**src/rtl/pixel_task_generator.sv**
```systemverilog
// Purpose: turns one frame configuration into a raster-ordered stream of fixed-point (x, y) pixel commands.
// Latency: the first command is valid in the cycle after the configuration is accepted, then one per cycle.
// Backpressure: a stalled command holds x, y and the counters; configuration is refused until the frame ends.
module pixel_task_generator #(
    parameter int FIX_WIDTH = 28,
    parameter int CNT_WIDTH = 10
) (
    input  logic                 clk,
    input  logic                 reset,
    input  logic                 io_cfg_valid,
    output logic                 io_cfg_ready,
    input  logic [CNT_WIDTH-1:0] io_cfg_payload_width,
    input  logic [CNT_WIDTH-1:0] io_cfg_payload_height,
    input  logic [FIX_WIDTH-1:0] io_cfg_payload_x0,
    input  logic [FIX_WIDTH-1:0] io_cfg_payload_y0,
    input  logic [FIX_WIDTH-1:0] io_cfg_payload_xStep,
    input  logic [FIX_WIDTH-1:0] io_cfg_payload_yStep,
    output logic                 io_cmd_valid,
    input  logic                 io_cmd_ready,
    output logic [FIX_WIDTH-1:0] io_cmd_payload_x,
    output logic [FIX_WIDTH-1:0] io_cmd_payload_y,
    output logic                 io_busy,
    output logic                 io_frame_done
);

    typedef enum logic {
        S_IDLE = 1'b0,
        S_RUN  = 1'b1
    } state_t;

    localparam logic [CNT_WIDTH-1:0] CNT_ONE = {{(CNT_WIDTH-1){1'b0}}, 1'b1};

    state_t               state_q,     state_d;
    logic [CNT_WIDTH-1:0] width_q,     width_d;
    logic [CNT_WIDTH-1:0] height_q,    height_d;
    logic [FIX_WIDTH-1:0] x0_q,        x0_d;
    logic [FIX_WIDTH-1:0] xstep_q,     xstep_d;
    logic [FIX_WIDTH-1:0] ystep_q,     ystep_d;
    logic [CNT_WIDTH-1:0] col_q,       col_d;
    logic [CNT_WIDTH-1:0] row_q,       row_d;
    logic [FIX_WIDTH-1:0] cmd_x_q,     cmd_x_d;
    logic [FIX_WIDTH-1:0] cmd_y_q,     cmd_y_d;
    logic                 cmd_valid_q, cmd_valid_d;
    logic                 busy_q,      busy_d;
    logic                 done_q,      done_d;

    logic cmd_fire;
    logic last_col;
    logic last_row;

    // Counters compare against size-1 only in RUN, where width and height are known non-zero,
    // so the subtraction never underflows and a full 2^CNT_WIDTH-1 size never overflows a counter.
    assign cmd_fire = cmd_valid_q && io_cmd_ready;
    assign last_col = (col_q == (width_q - CNT_ONE));
    assign last_row = (row_q == (height_q - CNT_ONE));

    // Next-state and registered-output decode for the IDLE/RUN walker.
    always_comb begin
        state_d     = state_q;
        width_d     = width_q;
        height_d    = height_q;
        x0_d        = x0_q;
        xstep_d     = xstep_q;
        ystep_d     = ystep_q;
        col_d       = col_q;
        row_d       = row_q;
        cmd_x_d     = cmd_x_q;
        cmd_y_d     = cmd_y_q;
        cmd_valid_d = cmd_valid_q;
        busy_d      = busy_q;
        done_d      = 1'b0;

        case (state_q)
            S_IDLE: begin
                if (io_cfg_valid) begin
                    width_d  = io_cfg_payload_width;
                    height_d = io_cfg_payload_height;
                    x0_d     = io_cfg_payload_x0;
                    xstep_d  = io_cfg_payload_xStep;
                    ystep_d  = io_cfg_payload_yStep;
                    cmd_x_d  = io_cfg_payload_x0;
                    cmd_y_d  = io_cfg_payload_y0;
                    col_d    = '0;
                    row_d    = '0;
                    if ((io_cfg_payload_width != '0) && (io_cfg_payload_height != '0)) begin
                        state_d     = S_RUN;
                        cmd_valid_d = 1'b1;
                        busy_d      = 1'b1;
                    end else begin
                        // Empty frame: nothing to emit, just report completion.
                        done_d = 1'b1;
                    end
                end
            end
            S_RUN: begin
                if (cmd_fire) begin
                    if (!last_col) begin
                        col_d   = col_q + CNT_ONE;
                        cmd_x_d = cmd_x_q + xstep_q;
                    end else if (!last_row) begin
                        col_d   = '0;
                        row_d   = row_q + CNT_ONE;
                        cmd_x_d = x0_q;
                        cmd_y_d = cmd_y_q + ystep_q;
                    end else begin
                        state_d     = S_IDLE;
                        cmd_valid_d = 1'b0;
                        busy_d      = 1'b0;
                        done_d      = 1'b1;
                    end
                end
            end
            default: begin
                state_d = S_IDLE;
            end
        endcase
    end

    // State and datapath registers; reset aborts any frame in flight without a done pulse.
    always_ff @(posedge clk or posedge reset) begin
        if (reset) begin
            state_q     <= S_IDLE;
            width_q     <= '0;
            height_q    <= '0;
            x0_q        <= '0;
            xstep_q     <= '0;
            ystep_q     <= '0;
            col_q       <= '0;
            row_q       <= '0;
            cmd_x_q     <= '0;
            cmd_y_q     <= '0;
            cmd_valid_q <= 1'b0;
            busy_q      <= 1'b0;
            done_q      <= 1'b0;
        end else begin
            state_q     <= state_d;
            width_q     <= width_d;
            height_q    <= height_d;
            x0_q        <= x0_d;
            xstep_q     <= xstep_d;
            ystep_q     <= ystep_d;
            col_q       <= col_d;
            row_q       <= row_d;
            cmd_x_q     <= cmd_x_d;
            cmd_y_q     <= cmd_y_d;
            cmd_valid_q <= cmd_valid_d;
            busy_q      <= busy_d;
            done_q      <= done_d;
        end
    end

    assign io_cfg_ready     = (state_q == S_IDLE);
    assign io_cmd_valid     = cmd_valid_q;
    assign io_cmd_payload_x = cmd_x_q;
    assign io_cmd_payload_y = cmd_y_q;
    assign io_busy          = busy_q;
    assign io_frame_done    = done_q;

endmodule

```
**config.mk**
```make
export PLATFORM = sky130hd
export DESIGN_NAME = pixel_task_generator
export DESIGN_NICKNAME = d
export VERILOG_FILES = /design/src/rtl/pixel_task_generator.sv
export SDC_FILE = /design/constraint.sdc
export NUM_CORES = 1
export LEC_CHECK = 0
export BUFFER_PORTS_ARGS = -buffer_cell sky130_fd_sc_hd__clkbuf_2
export CAP_MARGIN = 10
export CORE_MARGIN = 4
export CORE_UTILIZATION = 58
export CTS_CLUSTER_SIZE = 25
export DETAILED_ROUTE_END_ITERATION = 12
export PLACE_DENSITY_LB_ADDON = 0.2
export SLEW_MARGIN = 20
export SYNTH_ARGS = -nofsm -noshare
export SYNTH_HDL_FRONTEND = slang
export SYNTH_SLANG_ARGS = --single-unit
export TNS_END_PERCENT = 1
```
**constraint.sdc**
```tcl
create_clock -name clk -period 11.2 [get_ports clk]
set_input_delay 0.56 -clock clk [delete_from_list [all_inputs] [get_ports clk]]
set_output_delay 0.56 -clock clk [all_outputs]
set_load 0.1 [all_outputs]
```
== Word level (Yosys, flattened, before mapping) ==
Index checks and enable logic that the tools add are counted.

* Word-level logic and storage cells: 73
* Output and inout bits: 60
* Input bits: 136
* Register bits after elaboration: 183

* Bitwise operators: 1
* Reduce and logical (&&, ||, !) cells: 8
* Equality and inequality tests: 9
* Add/sub/neg operators: 6
* Multiplexer cells: 37

{| class="wikitable"
|+ Operators with widths
! cell !! count
|-
| $mux W28 || 8
|-
| $pmux W28 S2 || 2
|-
| $mux W10 || 7
|-
| $add A28 B28 Y28 || 2
|-
| $pmux W10 S2 || 2
|-
| $add A10 B1 Y10 const B || 2
|-
| $eq A10 B10 Y1 || 2
|-
| $reduce_bool A10 Y1 || 2
|-
| $sub A10 B1 Y10 const B || 2
|-
| $mux W1 || 15
|-
| $ne A2 B1 Y1 const B || 4
|-
| $pmux W1 S2 || 3
|-
| $reduce_and A5 Y1 || 1
|-
| $ne A2 B2 Y1 const B || 2
|-
| $reduce_and A4 Y1 || 1
|-
| $ne A3 B3 Y1 const B || 1
|-
| $reduce_and A3 Y1 || 1
|-
| $logic_and A1 B1 Y1 || 2
|-
| $reduce_and A2 Y1 || 1
|-
| $not A1 Y1 || 1
|}

== Logic depth before layout (Yosys ltp) ==
Gate-level depths: netlist of the first run.

* Depth in word-level cells: 6
* Depth in mapped cells: 14
* Depth with buffers taken out: 11

== Worst setup path before layout of the first run ==
OpenSTA, ideal clock, no wires.

* Path type: register to register
* Start: reg cmd_x_q[1], in the netlist io_cmd_payload_x[1]
* End: reg cmd_x_q[23], in the netlist io_cmd_payload_x[23]
* Required time: 11.096 ns
* Buffers on the path: 0
* Setup time: 0.104 ns
* Slack: 7.593 ns
* Cell stages (with the launch flop): 11
* Arrival: 3.503 ns
* Cell sequence: dfrtp_1 -> ha_1 -> a211oi_1 -> o2111ai_1 -> a221o_1 -> a2111oi_0 -> o31ai_1 -> a211oi_1 -> xnor2_1 -> mux2i_1 -> o31ai_1

* Cells in the longest elaborated chain, start to end: 4

{| class="wikitable"
|+ Ends and longest elaborated chain
! what !! line !! source
|-
| from (decl) || 41 || <nowiki>logic [FIX_WIDTH-1:0] cmd_x_q, cmd_x_d;</nowiki>
|-
| from (signal assigned) || 144 || <nowiki>cmd_x_q <= cmd_x_d;</nowiki>
|-
| $add A28 B28 Y28 || 99 || <nowiki>cmd_x_d = cmd_x_q + xstep_q;</nowiki>
|-
| $mux W28 || 97 || <nowiki>if (!last_col) begin</nowiki>
|-
| $mux W28 || 96 || <nowiki>if (cmd_fire) begin</nowiki>
|-
| $pmux W28 S2 || 73 || <nowiki>case (state_q)</nowiki>
|}

No other way between the ends. The select of a mux whose other input is x is not followed.
A chain may end at the register's enable or synchronous reset.

== Final worst setup path of the first run ==
* Start: reg width_q[0]
* End: reg cmd_x_q[24], in the netlist io_cmd_payload_x[24]

* Cells in the longest elaborated chain, start to end: 5
* Elaborated cells between the ends (all ways): 7

{| class="wikitable"
|+ Ends and longest elaborated chain
! what !! line !! source
|-
| from (decl) || 34 || <nowiki>logic [CNT_WIDTH-1:0] width_q, width_d;</nowiki>
|-
| from (signal assigned) || 137 || <nowiki>width_q <= width_d;</nowiki>
|-
| $sub A10 B1 Y10 (*) || 54 || <nowiki>assign last_col = (col_q == (width_q - CNT_ONE));</nowiki>
|-
| $eq A10 B10 Y1 (*) || 54 ||
|-
| $mux W28 || 97 ||
|-
| $mux W28 || 96 ||
|-
| $pmux W28 S2 || 73 ||
|}

Mark *: on every way between the ends. The rest lies on a longest branch, timed or not. The select of a mux whose other input is x is not followed.

==> results of run 1 <==
## Yosys cell counts (6+ instances only)
cell type  number
xor2_1         25
or4_1           6
inv_1          22
ha_1           58
o21bai_1        7
nand4_1        12
a21oi_1        92
or3_1           8
nand2_1       392
o211ai_1        7
nand3b_1        6
o21a_1          7
xnor2_1        49
o31ai_1        10
nor4_1          8
dfrtp_1       183
a21boi_0        9
a211oi_1       28
o21ai_1         9
nand2b_1        8
nor2_1         89
o21ai_0        61
nor3_1         17
mux2i_1        32
clkbuf_1       51
and3_1          7
nand3_1        23
a21o_1         34
a31oi_1         7
o22ai_1        11
and2_1          6
buf_2          10
## routing by layer
metal	track usage (%)	share of wire (%)	vias up	wire [um]
li1	-	-	4985	-
met1	39.1	46	4824	13400
met2	42.9	46	327	13400
met3	5.52	6.7	35	1940
met4	6.38	1.4	0	418
met5	0	0	-	0
## cells by family after synthesis
group / synth area share [%]
simple gates: 22.6
compound gates: 17.7
flops: 40.7
buf+inv: 3.38
xor+xnor: 5.76
fa+ha+maj: 6.81
mux: 3.05
## where the power goes
group | total, W | switching [W] | internal (W)
registers | 0.000708 | 0.0000223 | 0.000686
clock network | 0.000594 | 0.000272 | 0.000322
logic | 0.000221 | 0.000139 | 0.0000820
## registers in the layout, indices dropped and copies added, names as in the netlist
name	cells
col_q	10
height_q	10
io_busy	1
io_cmd_payload_x	28
io_cmd_payload_y	28
io_frame_done	1
row_q	10
state_q	1
width_q	10
x0_q	28
xstep_q	28
ystep_q	28
## layout make-up
class	count	share of cell area (%)
clock buffers	20	3.52
flip-flops and latches	183	35.3
repair buffers	206	8.32
inverters	22	0.695
well taps	260	2.51
clock inverters	12	0.897
multi-input cells	1078	48.7
## through the flow
step                total power (W)  worst slack, ns  utilization [%]
floorplan                  0.000873             5.67                -
global placement           0.000933             6.96             65.5
detailed placement         0.000939             6.86             65.6
CTS                         0.00153             6.84             68.6
global route                0.00159             6.54             68.6
finish                      0.00152             6.83             68.6
## worst paths after layout
kind,start,to,slack (ns)
max in group asynchronous,reset,state_q,9.50
hold reg to reg,x0_q[17],x0_q[17],0.47
setup / recovery,width_q[0],io_cmd_payload_x[24],6.83
setup reg to reg,width_q[0],io_cmd_payload_x[24],6.83
min in group clk,io_cfg_payload_yStep[13],ystep_q[13],0.30
hold / removal,reset,ystep_q[0],0.26
==> run_results.csv, run 1 <==
group,metric,value,unit
run_status,status,"completed",
routing,drc,0,
placement,dp_hpwl,20700,um
setup_path,cp_slowest_stage_delay,0.91,ns
sta,rsz0062_at_grt,"no",
clock_network,cts_tree,"built",
routing,avgRoutedWirePerCell,16.4,um
sta,skew,0.0138,ns
setup_path,crit_slowest_cell,"o32ai_4",
setup_path,cp_num_cells,11,
grt,gr-total-overflow,0,
final_layout,nets,1704,
power_and_ir_drop,power_density,117,nW/um2
synthesis,async_reset_ff_share,100,%
routing,via_count,10171,
clock_network,cts_sinks,183,
die,dieHeight,147,um
setup_path,worst_path_most_repeated_cell,"buf_4",
sta,relSlewSlack,30.4,%
final_layout,area_delta_synth_final,15.3,%
synthesis,ys_seq_area_share,40.7,%
setup_path,r2r_cells,11,
routing,antenna_left,0,
job,cap_violations,0,
setup_path,endpoint_kind,"flip-flop",
final_layout,multi_input_area,6320,um2
routing,via_per_inst,5.71,
grt,antenna_found_initial,0,
grt,grt_pass1_wl,49000,um
clock_network,cts-root-buf,"clkbuf_16",
setup_path,path_cells,"inv_1 -> ha_1 -> or3b_1 -> o31a_1 -> nor3_1 -> a21oi_1 -> or4_1 -> buf_4 -> o32ai_4 -> buf_4 -> mux2_1",
die,die_area,21700,um2
placement,place_inst,1749,
final_layout,layout_commonest_cell,"nand2_1",
placement,placed_area,12400,um2
sta,report.final.slew_viol_count,0,
synthesis,ys_ff_latch,183,
sta,hold_violations,0,
synthesis,synth_warnings,0,
sta,setup_violations,0,
final_layout,regArea,4580,um2
clock_network,holdBufCountCts,0,
grt,grt_max_degree,110,
sta,worstMarginPinSlew,1.02,ns
placement,place.gp.congestion,0.882,
setup_path,start_kind,"flip-flop",
clock_network,cts_resized,0,
clock_network,cts_setup_buffers,0,
final_layout,n_antenna_cell,0,
synthesis,synthDominantCellAreaShare,40.7,%
power_and_ir_drop,leakagePower,6.95,nW
worst_hold_path,min_path_type,"in2async",
routing,drtPass1Iterations,5,
synthesis,avgSynthCellArea,8.32,um2
die,initial_core_util,59.5,%
final_layout,final_cell_mix,"391 x nand2_1, 195 x clkbuf_2, 182 x dfrtp_1",
setup_path,cp_max_fo,43,
power_and_ir_drop,peakVddDrop,0.0000931,V
grt,track_usage,27.3,%
die,rows,50,
final_layout,drive_gt1_share,16.8,%
setup_path,path_class,"reg2reg",
sta,tns,0,ns
clock_network,clkTransAtPathRegs,0.07,ns
placement,io_buffers,195,
synthesis,yosys.area.top_type,"dfrtp_1",
final_layout,design_area,13000,um2
clock_network,cts.path.max_buffers,2,
final_layout,num-fill-cells,1597,
synthesis,ys.flop_type,"dfrtp_1",
die,fp.dieW,147,um
grt,first_global_vias,9899,
clock_network,cts_buffers,17,
setup_path,cp_num_buf_inv,3,
setup_path,worst-endpoint-required,11.52,ns
clock_network,h-tree-depth,4,
synthesis,yosysUniqueCellTypes,68,
synthesis,synth-edff-count,0,
sta,min_period,4.37,ns
synthesis,synth_nets,1548,
routing,drtIter0Drc,608,
die,ios,196,
sta,period_share,39.0,%
synthesis,synth_area_leaders,"dfrtp_1 41%, nand2_1 13%, ha_1 6.5%",
sta,whs,0.260,ns
setup_path,crit_family,"compound AO/OA/AOI/OAI gates",
sta,fmax,229,MHz
clock_network,clkLatencyLatePin,0.44,ns
die,core,18900,um2
routing,detail_route.wirelength,29200,um
synthesis,netlist_area,11200,um2
synthesis,postSynthCellCount,1352,
setup_path,crit_arrival,4.69,ns
final_layout,fin_cells,1781,
(Power assumes the default switching activity.)
==> inputs of run 2 (changes only) <==
Settings changed: CORE_UTILIZATION 58 to 57.
Clock period 11.2 ns to 4.2 ns, I/O delays scaled along.
==> run 2 against run 1 <==
  * Wire length rose by 2.7%
  * Register-to-register slack got worse by 6.2 ns
  * Sequential power rose to 2.7 times the previous value
  * Clock skew fell by 0.0021 ns
  * Clock-buffer cell count rose by 3
  * Core utilization rose by 2.8 points
  * Via count rose by 3.8%
  * Non-clock buffer count rose by 91
  * Critical path depth fell by 1
  * Design area rose by 7.3%
  * Maximum frequency rose by 21%
  * Hold slack got worse by 0.25 ns
  * Highest routed layer unchanged
==> run_results.csv, run 2 (synthesis gave the netlist of run 1 again) <==
group,metric,value,unit
run_status,status,"completed",
sta,relSlewSlack,25.4,%
routing,via_count,10557,
routing,via_per_inst,5.62,
power_and_ir_drop,p_sw_share,27.3,%
power_and_ir_drop,p_clk_share,39.2,%
clock_network,cts_buffers,17,
final_layout,nets,1795,
power_and_ir_drop,power_density,301,nW/um2
routing,avgRoutedWirePerCell,15.9,um
clock_network,h-tree-depth,4,
sta,rsz0062_at_grt,"no",
routing,drtPass1Iterations,6,
worst_hold_path,min_path_type,"in2reg",
setup_path,reg2reg_slack,0.60,ns
sta,worstMarginPinSlew,1.11,ns
routing,detail_route.wirelength,29900,um
setup_path,worst-endpoint-required,4.53,ns
die,ios,196,
power_and_ir_drop,p_int,0.00305,W
power_and_ir_drop,p_sw,0.00115,W
clock_network,cts_resized,0,
final_layout,layout_commonest_cell,"nand2_1",
setup_path,start_kind,"flip-flop",
power_and_ir_drop,sequentialPowerShare,45.0,%
placement,placed_area,12400,um2
sta,whs,0.0111,ns
setup_path,crit_arrival,3.93,ns
job,cap_violations,0,
routing,drtIter0Drc,706,
grt,grt_pass1_wl,50200,um
routing,dr_wl_met3,1790,um
sta,skew,0.0117,ns
die,die_area,22000,um2
final_layout,final_cell_mix,"391 x nand2_1, 195 x clkbuf_2, 182 x dfrtp_1",
power_and_ir_drop,leakagePower,7.33,nW
routing,wl_met1,14000,um
sta,min_period,3.60,ns
power_and_ir_drop,peakVddDrop,0.000239,V
sta,hold_violations,0,
clock_network,cts_sinks,183,
sta,tns,0,ns
routing,dr.max_layer_used,"met4",
routing,drc,0,
grt,first_global_vias,10380,
die,core,19500,um2
clock_network,cts.path.max_buffers,2,
routing,antenna_left,0,
setup_path,cp_max_fo,4,
placement,io_buffers,195,
grt,gr-total-overflow,0,
die,fp.dieW,148,um
setup_path,path_class,"reg2reg",
routing,wl_met2,13400,um
power_and_ir_drop,power_frac_comb,15.7,%
grt,antenna_found_initial,0,
placement,place.gp.congestion,0.866,
setup_path,endpoint_kind,"flip-flop",
clock_network,cts_tree,"built",
die,dieHeight,148,um
final_layout,design_area,13900,um2
grt,track_usage,27.6,%
die,initial_core_util,57.8,%
clock_network,clkLatencyLatePin,0.43,ns
sta,setup_violations,0,
final_layout,area_delta_synth_final,23.7,%
placement,dp_hpwl,20200,um
final_layout,drive_gt1_share,15.9,%
sta,report.final.slew_viol_count,0,
sta,period_share,85.7,%
clock_network,clkTransAtPathRegs,0.06,ns
sta,fmax,278,MHz
die,rows,51,
grt,grt_max_degree,158,
clock_network,cts-root-buf,"clkbuf_16",
final_layout,num-fill-cells,1543,
## run 2: power by group through the flow
| stage | registers, W | logic, W | clock network [W] |
|---|---|---|---|
| finish | 0.00189 | 0.000659 | 0.00164 |
| global route | 0.00190 | 0.000727 | 0.00174 |
| CTS | 0.00189 | 0.000657 | 0.00167 |
| detailed placement | 0.00192 | 0.000588 | 0 |
| global placement | 0.00192 | 0.000576 | 0 |
| floorplan | 0.00200 | 0.000330 | 0 |
## run 2: routing by layer
metal	up-vias	global-route usage (%)
met4	0	8.87
met3	61	4.54
met1	4945	40.3
met5	-	0
li1	5174	-
met2	377	42.2
## run 2: through the flow
stage,setup slack [ns],utilization [%],std cells,total power [W]
detailed placement,0.636,63.8,1757,0.00251
CTS,0.588,71.5,1877,0.00421
finish,0.601,71.5,1878,0.00419
global route,0.133,71.5,1877,0.00436
floorplan,0.593,-,1352,0.00233
global placement,0.702,63.8,1757,0.00249
## run 2: layout make-up
cell class | instances | area, um2 | share of cell area, %
Multi-Input combinational cell | 1078 | 6320 | 45.4
Sequential cell | 183 | 4580 | 32.9
Timing Repair Buffer | 297 | 1990 | 14.3
Clock buffer | 23 | 488 | 3.51
Tap cell | 265 | 332 | 2.38
Clock inverter | 9 | 115 | 0.827
Inverter | 22 | 86.3 | 0.621
Antenna cell | 1 | 2.50 | 0.0180
## run 2: final timing paths
kind	from	end	cells after the start
worst max-delay path	io_cmd_payload_x[1]	io_cmd_payload_x[23]	10
worst min-delay path	io_cfg_payload_height[7]	height_q[7]	3
worst max register to register	io_cmd_payload_x[1]	io_cmd_payload_x[23]	10
worst min register to register	x0_q[26]	x0_q[26]	2
max in group asynchronous	reset	state_q	4
min in group asynchronous	reset	io_cmd_payload_y[1]	3
## run 2: what timing repair did
action                     in CTS  in global routing
hold endpoints to repair      113                  0
hold buffers                   88                  0
setup buffers                   0                  0
setup endpoints to repair       0                  0
## run 2: critical path, stage by stage, from the launching register on
cell and delay, ns:
dfrtp_1 0.42, ha_1 0.32, a211oi_1 0.28, o2111ai_1 0.22, a221o_1 0.41, a2111oi_0 0.82, o31ai_1 0.28, a211oi_1 0.30
xnor2_1 0.15, mux2i_1 0.09, o31ai_1 0.19
